### config.mk
export PLATFORM = sky130hd
export DESIGN_NAME = serial_adder
export DESIGN_NICKNAME = d
export VERILOG_FILES = /design/src/rtl/serial_adder_pkg.sv /design/src/rtl/serial_adder_fa.sv /design/src/rtl/serial_adder.sv
export SDC_FILE = /design/constraint.sdc
export NUM_CORES = 1
export LEC_CHECK = 0
export CORE_UTILIZATION = 50
export CTS_CLUSTER_DIAMETER = 60
export DETAILED_ROUTE_END_ITERATION = 12
export PLACE_DENSITY = 0.86
export SLEW_MARGIN = 10
export SYNTH_ARGS = -nofsm -noshare
export SYNTH_HDL_FRONTEND = slang
export SYNTH_SLANG_ARGS = --single-unit
### constraint.sdc
create_clock -name clk -period 1.6 [get_ports clk]
set_input_delay 0.24 -clock clk [delete_from_list [all_inputs] [get_ports clk]]
set_output_delay 0.24 -clock clk [all_outputs]
set_load 0.005 [all_outputs]
### src/rtl/serial_adder_pkg.sv
// -----------------------------------------------------------------------------
// serial_adder_pkg
//   Shared definitions for the bit-serial adder slice.
//   - state_t    : FSM state encoding (ST_IDLE=0, ST_SHIFT=1, ST_DONE=2)
//   - DEF_WIDTH  : default operand/sum width
// -----------------------------------------------------------------------------
package serial_adder_pkg;

  localparam int DEF_WIDTH = 8;

  typedef enum logic [1:0] {
    ST_IDLE  = 2'd0,
    ST_SHIFT = 2'd1,
    ST_DONE  = 2'd2
  } state_t;

endpackage : serial_adder_pkg

### src/rtl/serial_adder_fa.sv
// -----------------------------------------------------------------------------
// serial_adder_fa
//   One-bit full-adder cell, purely combinational.
//   Ports:
//     a, b  : operand bits
//     ci    : carry in
//     s     : sum bit
//     co    : carry out
// -----------------------------------------------------------------------------
module serial_adder_fa
  import serial_adder_pkg::*;
(
  input  logic a,
  input  logic b,
  input  logic ci,
  output logic s,
  output logic co
);

  assign s  = a ^ b ^ ci;
  assign co = (a & b) | (a & ci) | (b & ci);

endmodule : serial_adder_fa

### src/rtl/serial_adder.sv
// -----------------------------------------------------------------------------
// serial_adder
//   Bit-serial WIDTH-bit adder. Operands are streamed LSB-first through a
//   single full-adder cell, one bit per clock, with a carry flip-flop closing
//   the carry loop. Result {cout,sum} = a + b + cin.
//
//   Parameters:
//     WIDTH : operand/sum width, legal range 2..32
//
//   Ports:
//     clk    : rising-edge clock
//     rst_n  : synchronous active-low reset
//     start  : request a new addition, sampled only in IDLE
//     a, b   : operands, captured on the accepted start
//     cin    : carry-in, captured on the accepted start
//     busy   : high while in SHIFT or DONE
//     done   : one-cycle pulse, sum/cout valid
//     sum    : registered result, held until the next result
//     cout   : registered carry-out of the MSB
//     ovf    : signed overflow, only with SERIAL_ADDER_OVF_EN defined
//
//   Handshake: start is accepted on a rising edge when the FSM is in IDLE;
//   start seen while busy is dropped (no queueing). done pulses exactly one
//   cycle, after which the FSM is back in IDLE and can accept a new start on
//   that same IDLE cycle.
//
//   Optional macro: SERIAL_ADDER_OVF_EN adds the ovf output.
// -----------------------------------------------------------------------------
module serial_adder
  import serial_adder_pkg::*;
#(
  parameter int WIDTH = DEF_WIDTH
) (
  input  logic             clk,
  input  logic             rst_n,
  input  logic             start,
  input  logic [WIDTH-1:0] a,
  input  logic [WIDTH-1:0] b,
  input  logic             cin,
  output logic             busy,
  output logic             done,
  output logic [WIDTH-1:0] sum,
  output logic             cout
`ifdef SERIAL_ADDER_OVF_EN
  ,
  output logic             ovf
`endif
);

  localparam int CNT_W = $clog2(WIDTH);

  state_t             state_q;
  state_t             state_d;
  logic [WIDTH-1:0]   a_sr;
  logic [WIDTH-1:0]   b_sr;
  logic [WIDTH-1:0]   sum_sr;
  logic               carry_q;
  logic [CNT_W-1:0]   cnt;
  logic               fa_s;
  logic               fa_co;
  logic               last_bit;
  logic [WIDTH-1:0]   sum_next;

  serial_adder_fa u_fa (
    .a  (a_sr[0]),
    .b  (b_sr[0]),
    .ci (carry_q),
    .s  (fa_s),
    .co (fa_co)
  );

  assign last_bit = (cnt == CNT_W'(WIDTH - 1));
  // The new sum bit enters at the MSB so that after WIDTH shifts the LSB
  // computed first has reached bit 0.
  assign sum_next = {fa_s, sum_sr[WIDTH-1:1]};

  // Next-state logic
  always_comb begin
    state_d = state_q;
    case (state_q)
      ST_IDLE:  if (start) state_d = ST_SHIFT;
      ST_SHIFT: if (last_bit) state_d = ST_DONE;
      ST_DONE:  state_d = ST_IDLE;
      default:  state_d = ST_IDLE;
    endcase
  end

  assign busy = (state_q != ST_IDLE);
  assign done = (state_q == ST_DONE);

  // State register and datapath
  always_ff @(posedge clk) begin
    if (!rst_n) begin
      state_q <= ST_IDLE;
      a_sr    <= '0;
      b_sr    <= '0;
      sum_sr  <= '0;
      carry_q <= 1'b0;
      cnt     <= '0;
      sum     <= '0;
      cout    <= 1'b0;
`ifdef SERIAL_ADDER_OVF_EN
      ovf     <= 1'b0;
`endif
    end else begin
      state_q <= state_d;
      case (state_q)
        ST_IDLE: begin
          if (start) begin
            a_sr    <= a;
            b_sr    <= b;
            carry_q <= cin;
            cnt     <= '0;
          end
        end
        ST_SHIFT: begin
          a_sr    <= a_sr >> 1;
          b_sr    <= b_sr >> 1;
          sum_sr  <= sum_next;
          carry_q <= fa_co;
          cnt     <= cnt + CNT_W'(1);
          if (last_bit) begin
            sum  <= sum_next;
            cout <= fa_co;
`ifdef SERIAL_ADDER_OVF_EN
            // carry_q is the carry into the MSB during the last bit cycle.
            ovf  <= carry_q ^ fa_co;
`endif
          end
        end
        default: ;
      endcase
    end
  end

endmodule : serial_adder

==> metrics.txt, run 1 <==
fin util=67.6%; Placement Setup Slack=-10.6 ps; Tmin final=1470 ps; crit start category=flip-flop; Post-DP HPWL=2310 µm; worst-path fanout max=2; Slew HR=70.0%; Yosys top cell area share=47.8%; sequential element share of the synthesized area=47.8%; DRT antenna net count=0; Setup CP Type=flip-flop to output pin; Inserted Diodes=0; Die Area=3410 µm²; Chip Height=58.4 µm; initial core utilization=52.5%; Synth area leaders=dfxtp_1 (48%), mux2i_1 (10%), nand2_1 (7.1%), o211ai_1 (7.1%), nand3_1 (6.3%); CP Cell Sequence=clkdlybuf4s50_1; mapped cell area=1590 µm²; Setup-failing EPs final=0; Max Cap Viol=0; peak supply drop=762 µV; vias in the first global route=1298; hold slack=448 ps; DRC Markers=0; Fin Clk Skew=14.6 ps; async set-reset flop share out of synthesis=0%; worst-skew pair later-pin latency=370 ps; Tightest Pin Transition=451 ps; area delta synth->final=28.7%; total gr overflow=0; yosys warns=0; routed wire length=3340 µm; DR vias=1365; hold_buf cts=0; CP max-delay cell=clkdlybuf4s50_1; critical path data arrival time=1230 ps; clk root buf=clkbuf_4; count leader, synth=dfxtp_1; first-pass GRT wire length=5600 µm; Hold Violations, Final=0; layout cells sized above 1=10.5%; Worst path top cell family by delay=buffers and inverters; first-pass iteration count of the detailed router=4; port buffer count=30; Via density=5.37; Core Area=3030 µm²; cell area after layout=2050 µm²; TNS Setup=0 ps; post-synth cell types=25; run status=completed; Hold Path Class=primary input to flip-flop; pin count of the biggest net entering global routing=52; TritonCTS clock tree=yes; overall power=1.88 mW; Synth Instances=177; Post-synth EDFFs=0; syn avg cell area=8.98 µm²; clk slew on worst S/H paths=130 ps; fmax=0.682 GHz; row cnt=20; DR WL/cell=13.2 µm; placed cell area=1940 µm²; Final nets=232; Crit path largest cell delay=500 ps; Commonest cells post-synth=dfxtp_1 (38), nand2_1 (30), nand3_1 (20); max-slew violations=0; placed insts=244; Ports=31; cell taking the most area after synthesis=dfxtp_1; Die Wd=58.4 µm; H-tree depth=2; leakage=0.806 nW; WP data required=1360 ps; Max Root-Sink Buffers=2; syn_nets=200; final worst-path cycle share=91.7%; Main synth FF type=dfxtp_1; GP Congestion=0.789; Cell Count, Final, Fillers Out=254; Worst Path Buf+Inv=1; CP Capture Type=output pin; P per Cell Area=918 nW/µm²; RSZ-0062 raised after global routing=false; register bit count reported by yosys=38; antenna violations before repair=0; initial DRC count=52; GRT Util Overall=21.9%; Final WS setup=133 ps; total CTS buffers=5; clock sinks=38
==> flip-flops by register name (all words and copies together), names as in the netlist <==
register,flops
a_sr,8
b_sr,8
sum,8
sum_sr,7
cnt,3
state_q,2
carry_q,1
cout,1
==> metal layers <==
layer / vias to the layer above / part of all wire, % / track usage (%)
li1: 693 / - / -
met1: 633 / 44 / 23.8
met2: 34 / 49 / 38.8
met3: 5 / 5.3 / 7.25
met4: 0 / 1.3 / 9.52
met5: - / 0 / 0
==> kinds of logic (layout without fill, tap and decap cells) <==
logic type | Yosys count | after routing | share of synthesized area, %
AND/OR/NAND/NOR | 61 | 61 | 17.9
AO/OA/AOI/OAI | 43 | 43 | 17.2
flip-flops | 38 | 38 | 47.8
multiplexers | 16 | 16 | 10.1
buffers and inverters | 16 | 49 | 4.25
adder cells (fa/ha/maj) | 3 | 3 | 2.83
==> final cells by class <==
cell class                 count  area, µm²
fill                         242        981
multi-input combinational    123        767
sequential                    38        766
timing repair buffer          39        369
tap                           44       55.1
clock inverter                 3       45.0
clock buffer                   5       37.5
inverter                       2       7.51
==> where the power goes <==
part | total [mW] | internal, mW | switching (mW)
sequential | 1.01 | 0.985 | 0.0240
combinational | 0.207 | 0.107 | 0.100
clock | 0.664 | 0.328 | 0.336
total | 1.88 | 1.42 | 0.460
==> tightest hold or removal path: stages <==
cell             delay (ps)
clkdlybuf4s50_1         400
nand2_1                  60
o22ai_1                  70
==> worst paths after layout <==
path	end	depth (start not counted)	from	slack (ps)
worst max-delay path	sum[6]	1	sum[6]	130
worst min-delay path	b_sr[7]	3	b[7]	450
worst max register to register	b_sr[4]	4	state_q[1]	160
worst min register to register	sum[1]	2	sum[1]	460
==> layout by cell type, fill, tap and decap left out, drive strengths merged <==
cell and count:
a21boi 7, a21oi 1, and2 1, and3b 1
buf 9, bufinv 1, clkbuf 5, clkdlybuf4s50 28
clkinvlp 2, dfxtp 38, dlygate4sd2 1, dlymetal6s2s 1
fa 1, ha 2, inv 2, mux2i 16
nand2 30, nand2b 1, nand3 20, nand3b 1
nor2 3, nor2b 2, nor3b 1, o211ai 15
o21ai 18, o22ai 2, or3b 1
==> timing repair <==
action / 4_1_cts / 5_1_grt
endpoints found under the setup margin: 2 / 1
resized for setup: 6 / 1
buffers inserted: 1 / 1
Power figures use the tool's default switching activity.
==> run 2, diff against run 1 <==
--- a/config.mk
+++ b/config.mk
@@ -7,6 +7,7 @@
 export LEC_CHECK = 0
 export CORE_UTILIZATION = 50
 export CTS_CLUSTER_DIAMETER = 60
+export CTS_CLUSTER_SIZE = 40
 export DETAILED_ROUTE_END_ITERATION = 12
 export PLACE_DENSITY = 0.86
 export SLEW_MARGIN = 10
==> results of run 2 <==
Final layout, timing and power as in run 1 (identical DEF).
==> run 3, diff against run 2 <==
--- a/config.mk
+++ b/config.mk
@@ -9,6 +9,7 @@
 export CTS_CLUSTER_DIAMETER = 60
 export CTS_CLUSTER_SIZE = 40
 export DETAILED_ROUTE_END_ITERATION = 12
+export GPL_TIMING_DRIVEN = 0
 export PLACE_DENSITY = 0.86
 export SLEW_MARGIN = 10
 export SYNTH_ARGS = -nofsm -noshare
==> metrics.txt, run 3 (synthesis gave the netlist of run 1 again) <==
run status=completed; hold_buf cts=0; most frequent cells in the layout=dfxtp_1 (36), nand2_1 (30), clkdlybuf4s50_1 (27); Ports=31; row cnt=20; Chip Height=58.4 µm; DRT antenna net count=0; initial DRC count=52; clock sinks=38; Setup-failing EPs final=0; routed wire length=3490 µm; final worst-path cycle share=95.6%; R2R setup slack=130 ps; hold slack=253 ps; commonest non-fill, non-tap cell in the layout=dfxtp_1; Die Area=3410 µm²; DR vias=1397; peak supply drop=658 µV; Crit path largest cell delay=350 ps; Max Root-Sink Buffers=2; Tmin final=1530 ps; fin util=68.0%; TNS Setup=0 ps; leakage=0.808 nW; Worst path top cell family by delay=buffers and inverters; CP max-delay cell=dfxtp_2; cell area after layout=2060 µm²; antenna violations before repair=0; area delta synth->final=29.5%; CP Capture Type=output pin; initial core utilization=52.5%; first-pass iteration count of the detailed router=4; placed insts=250; Via density=5.31; critical path data arrival time=1290 ps; P per Cell Area=814 nW/µm²; placed cell area=1940 µm²; total gr overflow=0; Final nets=242; Fin Clk Skew=7.68 ps; first-pass GRT wire length=5690 µm; Tightest Pin Transition=488 ps; Hold Path Class=primary input to flip-flop; Slew HR=67.5%; fmax=0.654 GHz; worst-skew pair later-pin latency=340 ps; RSZ-0062 raised after global routing=false; TritonCTS clock tree=yes; pin count of the biggest net entering global routing=11; Worst Path Buf+Inv=3; largest registers=a_sr x8, b_sr x8, sum x8; WP data required=1360 ps; Core Area=3030 µm²; clk root buf=clkbuf_4; Inserted Diodes=0; Cell Count, Final, Fillers Out=263; worst-path fanout max=10; max-slew violations=0; port buffer count=29; Die Wd=58.4 µm; GP Congestion=0.774; GRT Util Overall=22.3%; clk slew on worst S/H paths=100 ps; vias in the first global route=1282; CP Cell Sequence=buf_8, buf_6, nor2b_1, dlygate4sd2_1; crit start category=flip-flop; layout cells sized above 1=10.0%; DRC Markers=0; H-tree depth=2; DR WL/cell=13.3 µm; Setup CP Type=flip-flop to output pin; total CTS buffers=5; Hold Violations, Final=0; Post-DP HPWL=2180 µm; Max Cap Viol=0
-- run 3: worst register-to-register path, cell delays in order, from the launching register on --
cell,delay (ps)
dfxtp_2,350
buf_4,140
nor2_2,300
or3b_4,230
buf_2,240
o21ai_1,110
-- run 3: area by class of cell --
type / instances / area, µm²
fillers: 245 / 968
multi-input cells: 123 / 767
well taps: 44 / 55.1
flip-flops and latches: 38 / 763
inverters: 2 / 7.51
clock buffers: 7 / 45.0
plain buffers: 14 / 88.8
repair buffers: 35 / 333
-- run 3: what timing repair did --
action,4_1_cts,5_1_grt
endpoints found under the hold margin,0,0
setup endpoints to repair,2,10
gates resized for setup,15,1
setup buffers,6,0
pin swaps,0,0
-- run 3: power by group --
group          switching [mW]  internal, mW
sequential             0.0232         0.985
combinational           0.107         0.109
clock                   0.287         0.166
total                   0.417          1.26
-- run 3: path summary, 6_finish.rpt --
check             endpoint  depth (start not counted)        from
setup / recovery      done                          4  state_q[0]
hold reg to reg     sum[3]                          2      sum[3]
hold / removal      cnt[1]                          3       rst_n
setup reg to reg   a_sr[6]                          5  state_q[0]
-- run 3: routing by layer --
layer  routed length (µm)  vias to the layer above  global-route usage [%]
met5                    0                        -                       0
met4                   64                        0                    10.2
met3                  142                        5                    6.81
met2                 1650                       29                    36.1
met1                 1640                      655                    27.2
li1                     -                      708                       -
-- run 3: through the flow --
step	total power, mW	worst slack (ps)
global route	1.76	11.0
detailed placement	1.23	-300
finish	1.68	70.5
CTS	1.69	20.8
floorplan	1.15	296
global placement	1.22	-290
